## src/rtl/dyn_resize.sv

```systemverilog
// dyn_resize: parallel fixed-point requantiser with a frame-synchronous
// run-time shift, selectable rounding, saturate/wrap overflow handling,
// sticky per-lane overflow flags and a saturating overflow-event counter.
module dyn_resize #(
    parameter int    DIN_WIDTH  = 18,
    parameter int    DIN_POINT  = 16,
    parameter string DATA_TYPE  = "signed",
    parameter int    PARALLEL   = 4,
    parameter int    MAX_SHIFT  = 8,
    parameter int    SHIFT_INIT = 0,
    parameter int    DOUT_WIDTH = 9,
    parameter int    DOUT_POINT = 8,
    parameter string ROUND_MODE = "even",
    parameter int    SATURATE   = 1,
    parameter int    CNT_WIDTH  = 16,
    parameter int    DELAY      = 0
) (
    input  logic                                 clk,
    input  logic                                 rst_n,
    input  logic [DIN_WIDTH*PARALLEL-1:0]        din,
    input  logic                                 din_valid,
    input  logic                                 sync_in,
    input  logic signed [$clog2(MAX_SHIFT+1):0]  shift_in,
    input  logic                                 clr_cnt,
    output logic [DOUT_WIDTH*PARALLEL-1:0]       dout,
    output logic                                 dout_valid,
    output logic                                 sync_out,
    output logic                                 warning,
    output logic [PARALLEL-1:0]                  ovf_lanes,
    output logic [CNT_WIDTH-1:0]                 ovf_count,
    output logic                                 cfg_err
);

    localparam int SW        = $clog2(MAX_SHIFT + 1) + 1;
    localparam bit IS_SIGNED = (DATA_TYPE == "signed");
    localparam bit RND_EVEN  = (ROUND_MODE == "even");
    // Fraction bits dropped: the output point shift plus the MAX_SHIFT guard
    // bits that keep right shifts exact in the wide intermediate.
    localparam int FRAC_DROP = DIN_POINT - DOUT_POINT + MAX_SHIFT;
    // Exact din*2^shift needs DIN_WIDTH+2*MAX_SHIFT bits; one extra bit makes
    // unsigned data representable as signed and one more absorbs rounding carry.
    localparam int WX        = DIN_WIDTH + 2 * MAX_SHIFT + 2;
    localparam int BW        = DOUT_WIDTH * PARALLEL + 4;

    localparam logic signed [WX-1:0] ONE_X = 1;
    localparam logic signed [WX-1:0] HI_X  = IS_SIGNED ? (ONE_X <<< (DOUT_WIDTH - 1)) - ONE_X
                                                       : (ONE_X <<< DOUT_WIDTH) - ONE_X;
    localparam logic signed [WX-1:0] LO_X  = IS_SIGNED ? -(ONE_X <<< (DOUT_WIDTH - 1)) : '0;
    localparam logic signed [SW-1:0] SH_MAX    = SW'(MAX_SHIFT);
    localparam logic signed [SW-1:0] SH_MIN    = -SH_MAX;
    localparam logic signed [SW-1:0] SHIFT_RST = SW'(SHIFT_INIT);

    // {clamped, value}: limit a requested shift to +/-MAX_SHIFT
    function automatic logic [SW:0] clamp_shift(input logic signed [SW-1:0] s);
        if (s > SH_MAX)      return {1'b1, SH_MAX};
        else if (s < SH_MIN) return {1'b1, SH_MIN};
        else                 return {1'b0, s};
    endfunction

    // Sign or zero extend one input lane into the wide signed domain
    function automatic logic signed [WX-1:0] extend_lane(input logic [DIN_WIDTH-1:0] x);
        if (IS_SIGNED) return WX'(signed'(x));
        else           return WX'(x);
    endfunction

    // Drop FRAC_DROP bits: floor, or round half to even
    function automatic logic signed [WX-1:0] round_lane(input logic signed [WX-1:0] v);
        logic signed [WX-1:0] q;
        logic signed [WX-1:0] frac;
        logic signed [WX-1:0] half2;
        q = v >>> FRAC_DROP;
        if (RND_EVEN) begin
            frac  = v - (q <<< FRAC_DROP);
            half2 = ONE_X <<< FRAC_DROP;
            if (((frac <<< 1) > half2) || (((frac <<< 1) == half2) && q[0]))
                q = q + ONE_X;
        end
        return q;
    endfunction

    // {overflow, value}: clamp or wrap into the output range
    function automatic logic [DOUT_WIDTH:0] range_lane(input logic signed [WX-1:0] v);
        if (v > HI_X) begin
            if (SATURATE != 0) return {1'b1, HI_X[DOUT_WIDTH-1:0]};
            else               return {1'b1, v[DOUT_WIDTH-1:0]};
        end else if (v < LO_X) begin
            if (SATURATE != 0) return {1'b1, LO_X[DOUT_WIDTH-1:0]};
            else               return {1'b1, v[DOUT_WIDTH-1:0]};
        end
        return {1'b0, v[DOUT_WIDTH-1:0]};
    endfunction

    logic signed [SW-1:0]   act_shift_q, act_shift_d;
    logic [SW:0]            shift_chk;
    logic                   cerr_d;
    int                     amt;
    logic signed [WX-1:0]   wide_d    [PARALLEL];
    logic signed [WX-1:0]   wide_p1_q [PARALLEL];
    logic                   vld_p1_q, sync_p1_q, cerr_p1_q;
    logic signed [WX-1:0]   rnd_p2_q  [PARALLEL];
    logic                   vld_p2_q, sync_p2_q, cerr_p2_q;
    logic [DOUT_WIDTH:0]    rng;
    logic [PARALLEL-1:0]    ovf_p3_d;
    logic [DOUT_WIDTH*PARALLEL-1:0] dout_p3_d, dout_p3_q;
    logic                   vld_p3_q, sync_p3_q, warn_p3_q, cerr_p3_q;
    logic [PARALLEL-1:0]    ovf_lanes_q, ovf_lanes_d;
    logic [CNT_WIDTH-1:0]   ovf_count_q, ovf_count_d;
    logic [BW-1:0]          out_p3, out_fin;

    // Shift selection and exact widening; a sync sample already uses the new shift
    always_comb begin
        shift_chk   = clamp_shift(shift_in);
        act_shift_d = sync_in ? shift_chk[SW-1:0] : act_shift_q;
        cerr_d      = sync_in & shift_chk[SW];
        amt         = int'(act_shift_d) + MAX_SHIFT;
        for (int i = 0; i < PARALLEL; i++)
            wide_d[i] = extend_lane(din[i*DIN_WIDTH +: DIN_WIDTH]) <<< amt;
    end

    // Active shift register, reloaded on every sync_in
    always_ff @(posedge clk or negedge rst_n) begin
        if (!rst_n) act_shift_q <= SHIFT_RST;
        else        act_shift_q <= act_shift_d;
    end

    // Stage 1: exact shifted value plus control
    always_ff @(posedge clk or negedge rst_n) begin
        if (!rst_n) begin
            vld_p1_q  <= 1'b0;
            sync_p1_q <= 1'b0;
            cerr_p1_q <= 1'b0;
            for (int i = 0; i < PARALLEL; i++) wide_p1_q[i] <= '0;
        end else begin
            vld_p1_q  <= din_valid;
            sync_p1_q <= sync_in;
            cerr_p1_q <= cerr_d;
            for (int i = 0; i < PARALLEL; i++) wide_p1_q[i] <= wide_d[i];
        end
    end

    // Stage 2: rounded value at the output binary point
    always_ff @(posedge clk or negedge rst_n) begin
        if (!rst_n) begin
            vld_p2_q  <= 1'b0;
            sync_p2_q <= 1'b0;
            cerr_p2_q <= 1'b0;
            for (int i = 0; i < PARALLEL; i++) rnd_p2_q[i] <= '0;
        end else begin
            vld_p2_q  <= vld_p1_q;
            sync_p2_q <= sync_p1_q;
            cerr_p2_q <= cerr_p1_q;
            for (int i = 0; i < PARALLEL; i++) rnd_p2_q[i] <= round_lane(wide_p1_q[i]);
        end
    end

    // Range check and overflow bookkeeping next-state; clr_cnt wins over events
    always_comb begin
        rng         = '0;
        ovf_p3_d    = '0;
        dout_p3_d   = '0;
        for (int i = 0; i < PARALLEL; i++) begin
            rng         = range_lane(rnd_p2_q[i]);
            ovf_p3_d[i] = rng[DOUT_WIDTH];
            dout_p3_d[i*DOUT_WIDTH +: DOUT_WIDTH] = rng[DOUT_WIDTH-1:0];
        end
        ovf_lanes_d = ovf_lanes_q;
        ovf_count_d = ovf_count_q;
        if (clr_cnt) begin
            ovf_lanes_d = '0;
            ovf_count_d = '0;
        end else if (vld_p2_q) begin
            ovf_lanes_d = ovf_lanes_q | ovf_p3_d;
            if ((|ovf_p3_d) && (ovf_count_q != '1))
                ovf_count_d = ovf_count_q + CNT_WIDTH'(1);
        end
    end

    // Stage 3: output sample, alignment flags and warning
    always_ff @(posedge clk or negedge rst_n) begin
        if (!rst_n) begin
            dout_p3_q <= '0;
            vld_p3_q  <= 1'b0;
            sync_p3_q <= 1'b0;
            warn_p3_q <= 1'b0;
            cerr_p3_q <= 1'b0;
        end else begin
            dout_p3_q <= dout_p3_d;
            vld_p3_q  <= vld_p2_q;
            sync_p3_q <= sync_p2_q;
            warn_p3_q <= vld_p2_q & (|ovf_p3_d);
            cerr_p3_q <= cerr_p2_q;
        end
    end

    // Sticky lane flags and saturating event counter (not delayed)
    always_ff @(posedge clk or negedge rst_n) begin
        if (!rst_n) begin
            ovf_lanes_q <= '0;
            ovf_count_q <= '0;
        end else begin
            ovf_lanes_q <= ovf_lanes_d;
            ovf_count_q <= ovf_count_d;
        end
    end

    assign out_p3 = {dout_p3_q, vld_p3_q, sync_p3_q, warn_p3_q, cerr_p3_q};

    generate
        if (DELAY > 0) begin : g_dly
            logic [BW-1:0] dly_q [DELAY];
            // Optional output retiming chain
            always_ff @(posedge clk or negedge rst_n) begin
                if (!rst_n) begin
                    for (int k = 0; k < DELAY; k++) dly_q[k] <= '0;
                end else begin
                    dly_q[0] <= out_p3;
                    for (int k = 1; k < DELAY; k++) dly_q[k] <= dly_q[k-1];
                end
            end
            assign out_fin = dly_q[DELAY-1];
        end else begin : g_nodly
            assign out_fin = out_p3;
        end
    endgenerate

    assign {dout, dout_valid, sync_out, warning, cfg_err} = out_fin;
    assign ovf_lanes = ovf_lanes_q;
    assign ovf_count = ovf_count_q;

endmodule

```

## config.mk

```make
export PLATFORM = sky130hd
export DESIGN_NAME = dyn_resize
export DESIGN_NICKNAME = d
export VERILOG_FILES = /design/src/rtl/dyn_resize.sv
export SDC_FILE = /design/constraint.sdc
export NUM_CORES = 1
export LEC_CHECK = 0
export CORE_MARGIN = 4
export CORE_UTILIZATION = 50
export DETAILED_ROUTE_END_ITERATION = 8
export GPL_TIMING_DRIVEN = 1
export HOLD_SLACK_MARGIN = 0.1
export PLACE_DENSITY = 0.71
export SYNTH_ARGS = -nofsm -noshare
export SYNTH_HDL_FRONTEND = slang
export SYNTH_SLANG_ARGS = --single-unit
export TNS_END_PERCENT = 30
```

## constraint.sdc

```tcl
create_clock -name clk -period 10.45 [get_ports clk]
set_clock_uncertainty 0.05 [all_clocks]
set_input_delay 1.5675 -clock clk [delete_from_list [all_inputs] [get_ports clk]]
set_output_delay 1.5675 -clock clk [all_outputs]
set_load 0.05 [all_outputs]
```

Word-level counts from Yosys, hierarchy flattened
Cells that the tools add are included.
Word-level totals
  register bits: 359
  logic and storage cells: 103
  memory bits (read-only): 0
  bits in writable memories: 0
  bits in latches: 0
  memories kept: 0
Cells by class
  shift operators: 4
  divide/modulo/power cells: 0
  magnitude comparators: 14
  equal/unequal tests: 5
  reduce and logical (&&, ||, !) cells: 13
  bitwise gates (word level): 3
  multiplexer cells: 32
  add/subtract/negate cells: 10
  multipliers: 0
Operator list (count)
  > comparator 36 x 18 -> 1 bit (second input constant): 4
  > comparator 36 x 9 -> 1 bit (second input constant): 4
  < comparator 36 x 9 -> 1 bit (second input constant): 4
  two-way mux 36 bit: 4
  <<< shifter 18 x 32 -> 36 bit: 4
  == test 35 x 17 -> 1 bit (second input constant): 4
  subtractor 35 bit: 4
  two-way mux 10 bit: 12
  adder 20 x 2 -> 21 bit (second input constant): 4
  two-way mux 16 bit: 3
  adder 16 x 1 -> 16 bit (second input constant): 1
  inequality test 16 bit (second input constant): 1
  two-way mux 6 bit: 2
  two-way mux 1 bit: 8
  two-way mux 4 bit: 2
  adder 5 x 5 -> 6 bit (second input constant): 1
  > comparator 5 bit (second input constant): 1
  logical AND 1 bit: 5
  < comparator 5 x 4 -> 1 bit (second input constant): 1
  two-way mux 5 bit: 1
  logical OR 1 bit: 4
  bitwise OR 4 bit: 1
  nonzero test 2 bit: 2
  OR reduction 4 bit: 1
  2 further kinds: 3

Depth between registers and ports, before layout
Gate-level depths: netlist of run 1.
  depth in word-level cells: 9
  depth in mapped cells: 16

Worst setup path after synthesis of run 1
No wires, ideal clock.
  path kind: input -> register
  from: input sync_in
  to: register wide_p1_q[52] (netlist name)
  data arrival time: 4909 ps
  cell stages on the path: 15
  slack: 5347 ps
  data required time: 10256 ps
  path buffers: 7
  cell sequence: buf_2 -> clkbuf_1 -> a21o_1 -> clkbuf_1 -> clkbuf_1 -> buf_1 -> ha_1 -> clkbuf_1 -> a211oi_2 -> nand2_1 -> clkbuf_1 -> o22a_1 -> o221ai_2 -> a222oi_1 -> o32ai_1
RTL lines
  from (decl): line 22  | input logic sync_in,
  to (decl): line 98  | logic signed [WX-1:0] wide_p1_q [PARALLEL];

==> results of run 1 <==
## cells in the mapped netlist (20+ instances only)
cell type | count | share of area [%]
o21ai_0 | 44 | 1.4
and3_1 | 27 | 1.1
buf_2 | 23 | 0.75
a22oi_1 | 29 | 1.4
nor4_1 | 35 | 1.4
xnor2_1 | 64 | 3.7
mux2_2 | 20 | 1.5
nor2_1 | 130 | 3.2
clkbuf_1 | 63 | 1.5
a21o_1 | 45 | 2.2
nand3_1 | 60 | 2.0
xor2_1 | 25 | 1.4
nor3_1 | 35 | 1.1
o22ai_1 | 48 | 2.0
nand4_1 | 33 | 1.4
dfrtp_1 | 299 | 49
a21oi_1 | 73 | 2.4
mux2i_1 | 99 | 6.5
o221ai_1 | 29 | 1.7
nand2_1 | 134 | 3.3
## metal layers
| layer | global-route usage (%) | wire length (um) | vias to the layer above |
|---|---|---|---|
| met1 | 45.3 | 22900 | 6459 |
| met3 | 7.28 | 5360 | 105 |
| li1 | - | - | 5858 |
| met4 | 7.60 | 1390 | 0 |
| met5 | 0 | 0 | - |
| met2 | 45.1 | 22100 | 779 |
## power by group through the flow
stage	registers [uW]	logic, uW	clock network [uW]
2_1_floorplan	1690	557	0
5_1_grt	1600	1190	1170
6_report	1570	1130	1110
4_1_cts	1570	1100	1120
3_3_place_gp	1580	1090	0
3_5_place_dp	1590	1090	0
## kinds of logic after synthesis
kind of cell | Yosys count | synth area share (%)
mux | 119 | 7.95
flops | 299 | 48.9
compound gates | 390 | 18.1
buf+inv | 116 | 3.15
fa+ha+maj | 6 | 0.491
xor+xnor | 90 | 5.20
simple gates | 514 | 16.1
## cell type report
type | count | area (um^2) | share of cell area (%)
clock buffer | 37 | 838 | 4.66
multi-input combinational | 1119 | 7340 | 40.8
tap | 390 | 488 | 2.71
clock inverter | 19 | 195 | 1.09
timing repair buffer | 158 | 1560 | 8.66
sequential | 299 | 7480 | 41.6
antenna | 1 | 2.50 | 0.0139
inverter | 19 | 73.8 | 0.411
## how the worst max path moves through the flow
stage                       start              to  slack (ps)  depth (start not counted)
after CTS                 sync_in   wide_p1_q[55]        4560                         11
after floorplan           sync_in   wide_p1_q[52]        5350                         15
after detailed placement  sync_in  wide_p1_q[126]        4010                         11
after global placement    sync_in   wide_p1_q[91]        4200                         11
final                     sync_in  wide_p1_q[126]        4440                         11
after global routing      sync_in   wide_p1_q[54]        4210                         11
## cell usage in the layout, fill, tap and decap left out, drive strengths merged, types with 7 or more instances in the layout
cell type / netlist / final
nand3: 60 / 60
nor2: 131 / 131
a21oi: 73 / 73
a221oi: 10 / 10
o221ai: 32 / 32
inv: 18 / 19
nor3: 35 / 35
clkbuf: 63 / 37
nand2: 134 / 134
and3: 27 / 27
o2111ai: 7 / 7
a22oi: 29 / 29
mux2i: 99 / 99
and2: 18 / 18
nand4: 33 / 33
xnor2: 65 / 65
nor4: 35 / 35
nand2b: 10 / 10
dfrtp: 299 / 299
nor2b: 7 / 7
a221o: 11 / 11
xor2: 25 / 25
clkinv: 1 / 13
a22o: 10 / 10
o22ai: 48 / 48
clkdlybuf4s50: 0 / 140
mux2: 20 / 20
buf: 34 / 18
a211oi: 12 / 12
a21o: 45 / 45
o21ai: 48 / 48
o22a: 11 / 11
o211ai: 10 / 10
## state kept, by name (all words and copies together) (netlist names), 4 cells and up
signal,count
act_shift_q,5
dout,36
ovf_count,16
ovf_lanes,4
rnd_p2_q,84
wide_p1_q,144
## critical path: stages
cell	delay [ps]
clkdlybuf4s50_1	850
nor2_1	110
a21o_2	210
buf_4	270
ha_1	560
nor2_1	730
nand2_1	700
buf_4	450
nor2_1	670
a2bb2oi_1	130
o21ai_0	130
## through the flow
step | cells | hold WS [ps]
finish | 2042 | 296
global route | 2041 | 304
detailed placement | 1985 | 286
global placement | 1985 | 282
CTS | 2041 | 299
floorplan | 1534 | 281
==> results.md, run 1 <==
- Outcome: complete, no violations
- Gpl congestion: 0.981
- Sequential share of power: 41.4%
- Area growth syn-to-layout: 17.5%
- CTS tree: built
- Pleak: 0.00756 uW
- Layout cell share with drive strength beyond 1: under 10%
- Post-Route WL: a little over 50000 um
- # rows: 63
- Synthesized cell area: approximately 15000 um^2
- Sw frac: 36.0%
- Placed cell areas: 16900 um^2
- CTS sink count: 299
- Combinational fraction of design power: 29.6%
- First-pass GRT wire length: slightly below 80000 um
- Yosys cell types: 71
- Fill count: approximately 2500
- Deepest clock path buffer count: 3
- # DRC: 0
- Net Count, Synth: between 1500 and 2000
- Final Instance Area: ~18000 um^2
- Initial antenna violation count: 1
- Die Wd: 183 um
- Power Dens Cells: ~210 nW/um^2
- Final Max Slew Viols: 0
- Register area share after synthesis: ~49%
- Largest net degree at the start of global routing: around 160
- Clock Power Share: 29.0%
- Synth warnings: 0
- Setup violations, final: 0
- Crit start category: input pin
- Starting Density: between 50% and 60%
- R2R depth: 10
- Main synth FF type: dfrtp_1
- Hold Crit Depth: 0
- Vias: 13201
- Setup repair bufs after CTS: 0
- Critical R2R Launch: act_shift_q[3]
- Place WS: 4010 ps
- Critical Path AT: 6410 ps
- Register bit count reported by yosys: 299
- CP required: ~11000 ps
- Asr flop ratio synth: 100%
- Clk_lat worst skew: ~570 ps
- Crit-path max FO: 43
- Fin Setup TNS: 0 ps
- Drt initial violations: 1617
- Unrepaired setup endpoints after global routing: false
- I/O pin cnt: between 100 and 150
- RR Endpoint: wide_p1_q[126]
- Vias in the first global route: ~13000
- Part of the cycle the worst path needs: ~58%
- Routed WL per cell: around 25 um
- DR pass1 iterations: 7
- Relative slew slack: between 10% and 20%
- Utilization after layout: 60.2%
- Overall routing resource usage: a little over 30%
- Critical path class: input pin to register
- F_max: 0.166 GHz
- Post-cts resize count: 0
- Die Area: 33400 um^2
- Core area: about 30000 um^2
- Clk pin slew, worst setup/hold paths: ~60 ps
- Die Ht: 183 um
- GR Overflow Total: 0
- Endpoint class of the critical path: register
- Overall Power: 3810 uW
- Max-cap violation count: 0
- Worst Hold Class: register to register
- Least-Margin Pin Slew: 1240 ps
- PortBufs: around 140
- CTS Buf Count: 30
- PnR worst setup slack: roughly 4400 ps
- Final worst path period need: approximately 6000 ps
- Via density: 6.46
- Peak VDD IR: 0.000145 V
- Mapped Cells: about 1500
- Synth Area per Inst: between 9 and 10 um^2
- Nets@finish: approximately 1700
- Psw: 1370 uW
- Post-DP HPWL: between 30000 and 40000 um
- Final hold viol count: 0
- H-tree levels: 1
- Worst Hold Launch: sync_p2_q
- CTS root buf: clkbuf_16
- Post-synth EDFFs: 0
- Int Pwr: around 2400 uW
- Worst hold endpoint: sync_out
- CTS Hold Buffers Added: 0
- Number of antenna-violating nets in the routed design: 0
- R2r setup slk: 5970 ps
Power figures use the tool's default switching activity.
==> inputs of run 2 (changes only) <==
--- a/config.mk
+++ b/config.mk
@@ -10,7 +10,7 @@
 export DETAILED_ROUTE_END_ITERATION = 8
 export GPL_TIMING_DRIVEN = 1
 export HOLD_SLACK_MARGIN = 0.1
-export PLACE_DENSITY = 0.71
+export PLACE_DENSITY = 0.74
 export SYNTH_ARGS = -nofsm -noshare
 export SYNTH_HDL_FRONTEND = slang
 export SYNTH_SLANG_ARGS = --single-unit
==> constraint.sdc (replaced) <==
create_clock -name clk -period 5 [get_ports clk]
set_clock_uncertainty 0.05 [all_clocks]
set_input_delay 0.75 -clock clk [delete_from_list [all_inputs] [get_ports clk]]
set_output_delay 0.75 -clock clk [all_outputs]
set_load 0.05 [all_outputs]
==> results.md, run 2 (same netlist as run 1, synthesis figures left out) <==
- Outcome: complete, no violations
- GR Overflow Total: 0
- Part of the cycle the worst path needs: between 80% and 90%
- DR pass1 iterations: 6
- Peak VDD IR: a little over 0.0003 V
- Final Max Slew Viols: 0
- Setup crit start: sync_in
- R2r setup slk: approximately 1700 ps
- CP Capture Point: wide_p1_q[103]
- Vias: about 13000
- Crit-path max FO: 71
- Number of antenna-violating nets in the routed design: 0
- Critical path class: input pin to register
- Cell count after placement: about 2000
- Register bank with the most flops: wide_p1_q
- Max reg flops: ~140
- Die Wd: 183 um
- Post-Route WL: approximately 50000 um
- Clk_lat worst skew: about 550 ps
- Slowest Stage Delay on Critical Path: around 730 ps
- Clk pin slew, worst setup/hold paths: 60 ps
- Max-cap violation count: 0
- Placed cell areas: ~17000 um^2
- Overall routing resource usage: between 20 and 30%
- Worst Hold Class: input pin to async pin
- Setup repair bufs after CTS: 0
- First-pass GRT wire length: around 78000 um
- H-tree levels: 1
- CTS root buf: clkbuf_16
- Die Ht: roughly 180 um
- Critical Path AT: ~4400 ps
- Largest net degree at the start of global routing: approximately 150
- Antenna diode count: 0
- CTS Buf Count: 31
- Nets@finish: roughly 1700
- R2R depth: 8
- Unrepaired setup endpoints after global routing: false
- Drt initial violations: 1673
- Final worst path period need: around 4000 ps
- Place WS: 553 ps
- CTS Hold Buffers Added: 0
- Commonest non-fill, non-tap cell in the layout: dfrtp_1
- Worst path cell trace: clkdlybuf4s50_1 > nor2b_1 > a31oi_4 > inv_4 > nor2_1 > a22o_1 > a221oi_1 > o21ai_0 > o22ai_1
- Fin Setup TNS: 0 ps
- Die Area: 33400 um^2
- Most frequent cells in the layout: dfrtp_1 (299), clkdlybuf4s50_1 (140), nand2_1 (134)
- Least-Margin Pin Slew: about 1300 ps
- CP required: approximately 5400 ps
- Post-cts resize count: 0
- # DRC: 0
- Gpl congestion: between 1 and 1.5
- # rows: 63
- Layout cell share with drive strength beyond 1: between 7 and 8%
- Final Instance Area: about 18000 um^2
- PnR worst setup slack: between 900 and 1000 ps
- F_max: 0.247 GHz
- Final hold viol count: 0
- Deepest clock path buffer count: 3
- Core area: between 20000 and 30000 um^2
- Post-DP HPWL: 37000 um
- Routed WL per cell: about 24 um
- Via density: ~6.5
- Power Dens Cells: around 440 nW/um^2
- PortBufs: around 140
- Pleak: around 0.0077 uW
- I/O pin cnt: between 100 and 150
- Vias in the first global route: about 13000
- Starting Density: slightly above 50%
- Setup violations, final: 0
- Initial antenna violation count: 0
- CTS sink count: roughly 300
- CTS tree: built
- Area growth syn-to-layout: 18.5%
- Crit start category: input pin
- Relative slew slack: 13.8%
- Critical R2R Launch: act_shift_q[2]
- Critical path's slowest cell: clkdlybuf4s50_1
- RR Endpoint: wide_p1_q[103]
- Post-Layout Cell Count: about 2000
- Endpoint class of the critical path: register
-- run 2: cell count changes in the layout (fill, tap and decap cells not counted), sizes merged --
cell / change
buf: +20
clkinv: -9
inv: -1
clkinvlp: -2
diode: -1
clkbuf: +9
-- run 2: how the worst min path moves through the flow --
stage | start | endpoint | slack [ps] | cells past startpoint
after detailed placement | cerr_p1_q | cerr_p2_q | 280 | 0
after global placement | cerr_p1_q | cerr_p2_q | 280 | 0
after global routing | rst_n | dout[17] | 190 | 1
after floorplan | cerr_p1_q | cerr_p2_q | 280 | 0
final | rst_n | dout[17] | 150 | 1
after CTS | rst_n | dout[17] | 160 | 1
-- run 2: stage by stage --
stage               utilization [%]  power (uW)  hold slack [ps]
floorplan                         -        4690              281
CTS                            60.7        7910              161
global route                   60.7        8270              195
finish                         60.7        7920              151
global placement               57.3        5570              283
detailed placement             57.3        5610              285
-- run 2: critical path: cells and delay by family --
family | cells | cell delay (ps)
AO/OA/AOI/OAI | 5 | 1560
buffers and inverters | 2 | 1390
AND/OR/NAND/NOR | 2 | 690
-- run 2: metal layers --
metal  vias to the layer above  wire, um  GRT usage (%)  part of all wire (%)
met2                       846     21500           44.7                    43
met3                       148      5590           6.78                    11
met5                         -         0              0                     0
met1                      6459     21400           43.7                    43
met4                         0      1770           8.64                   3.5
li1                       5886         -              -                     -
-- run 2: power breakdown --
group          switching, uW  leakage (uW)  internal [uW]
Sequential               345       0.00372           2940
Combinational           1530       0.00344            826
Clock                    894      0.000496           1390
Total                   2760       0.00766           5160
-- run 2: area by class of cell --
class / instances / area, um^2
Clock inverter: 7 / 116
Tap cell: 390 / 488
Fill cell: 2510 / 11800
Inverter: 19 / 73.8
Multi-Input combinational cell: 1119 / 7330
Clock buffer: 46 / 902
Timing Repair Buffer: 178 / 1730
Sequential cell: 299 / 7480
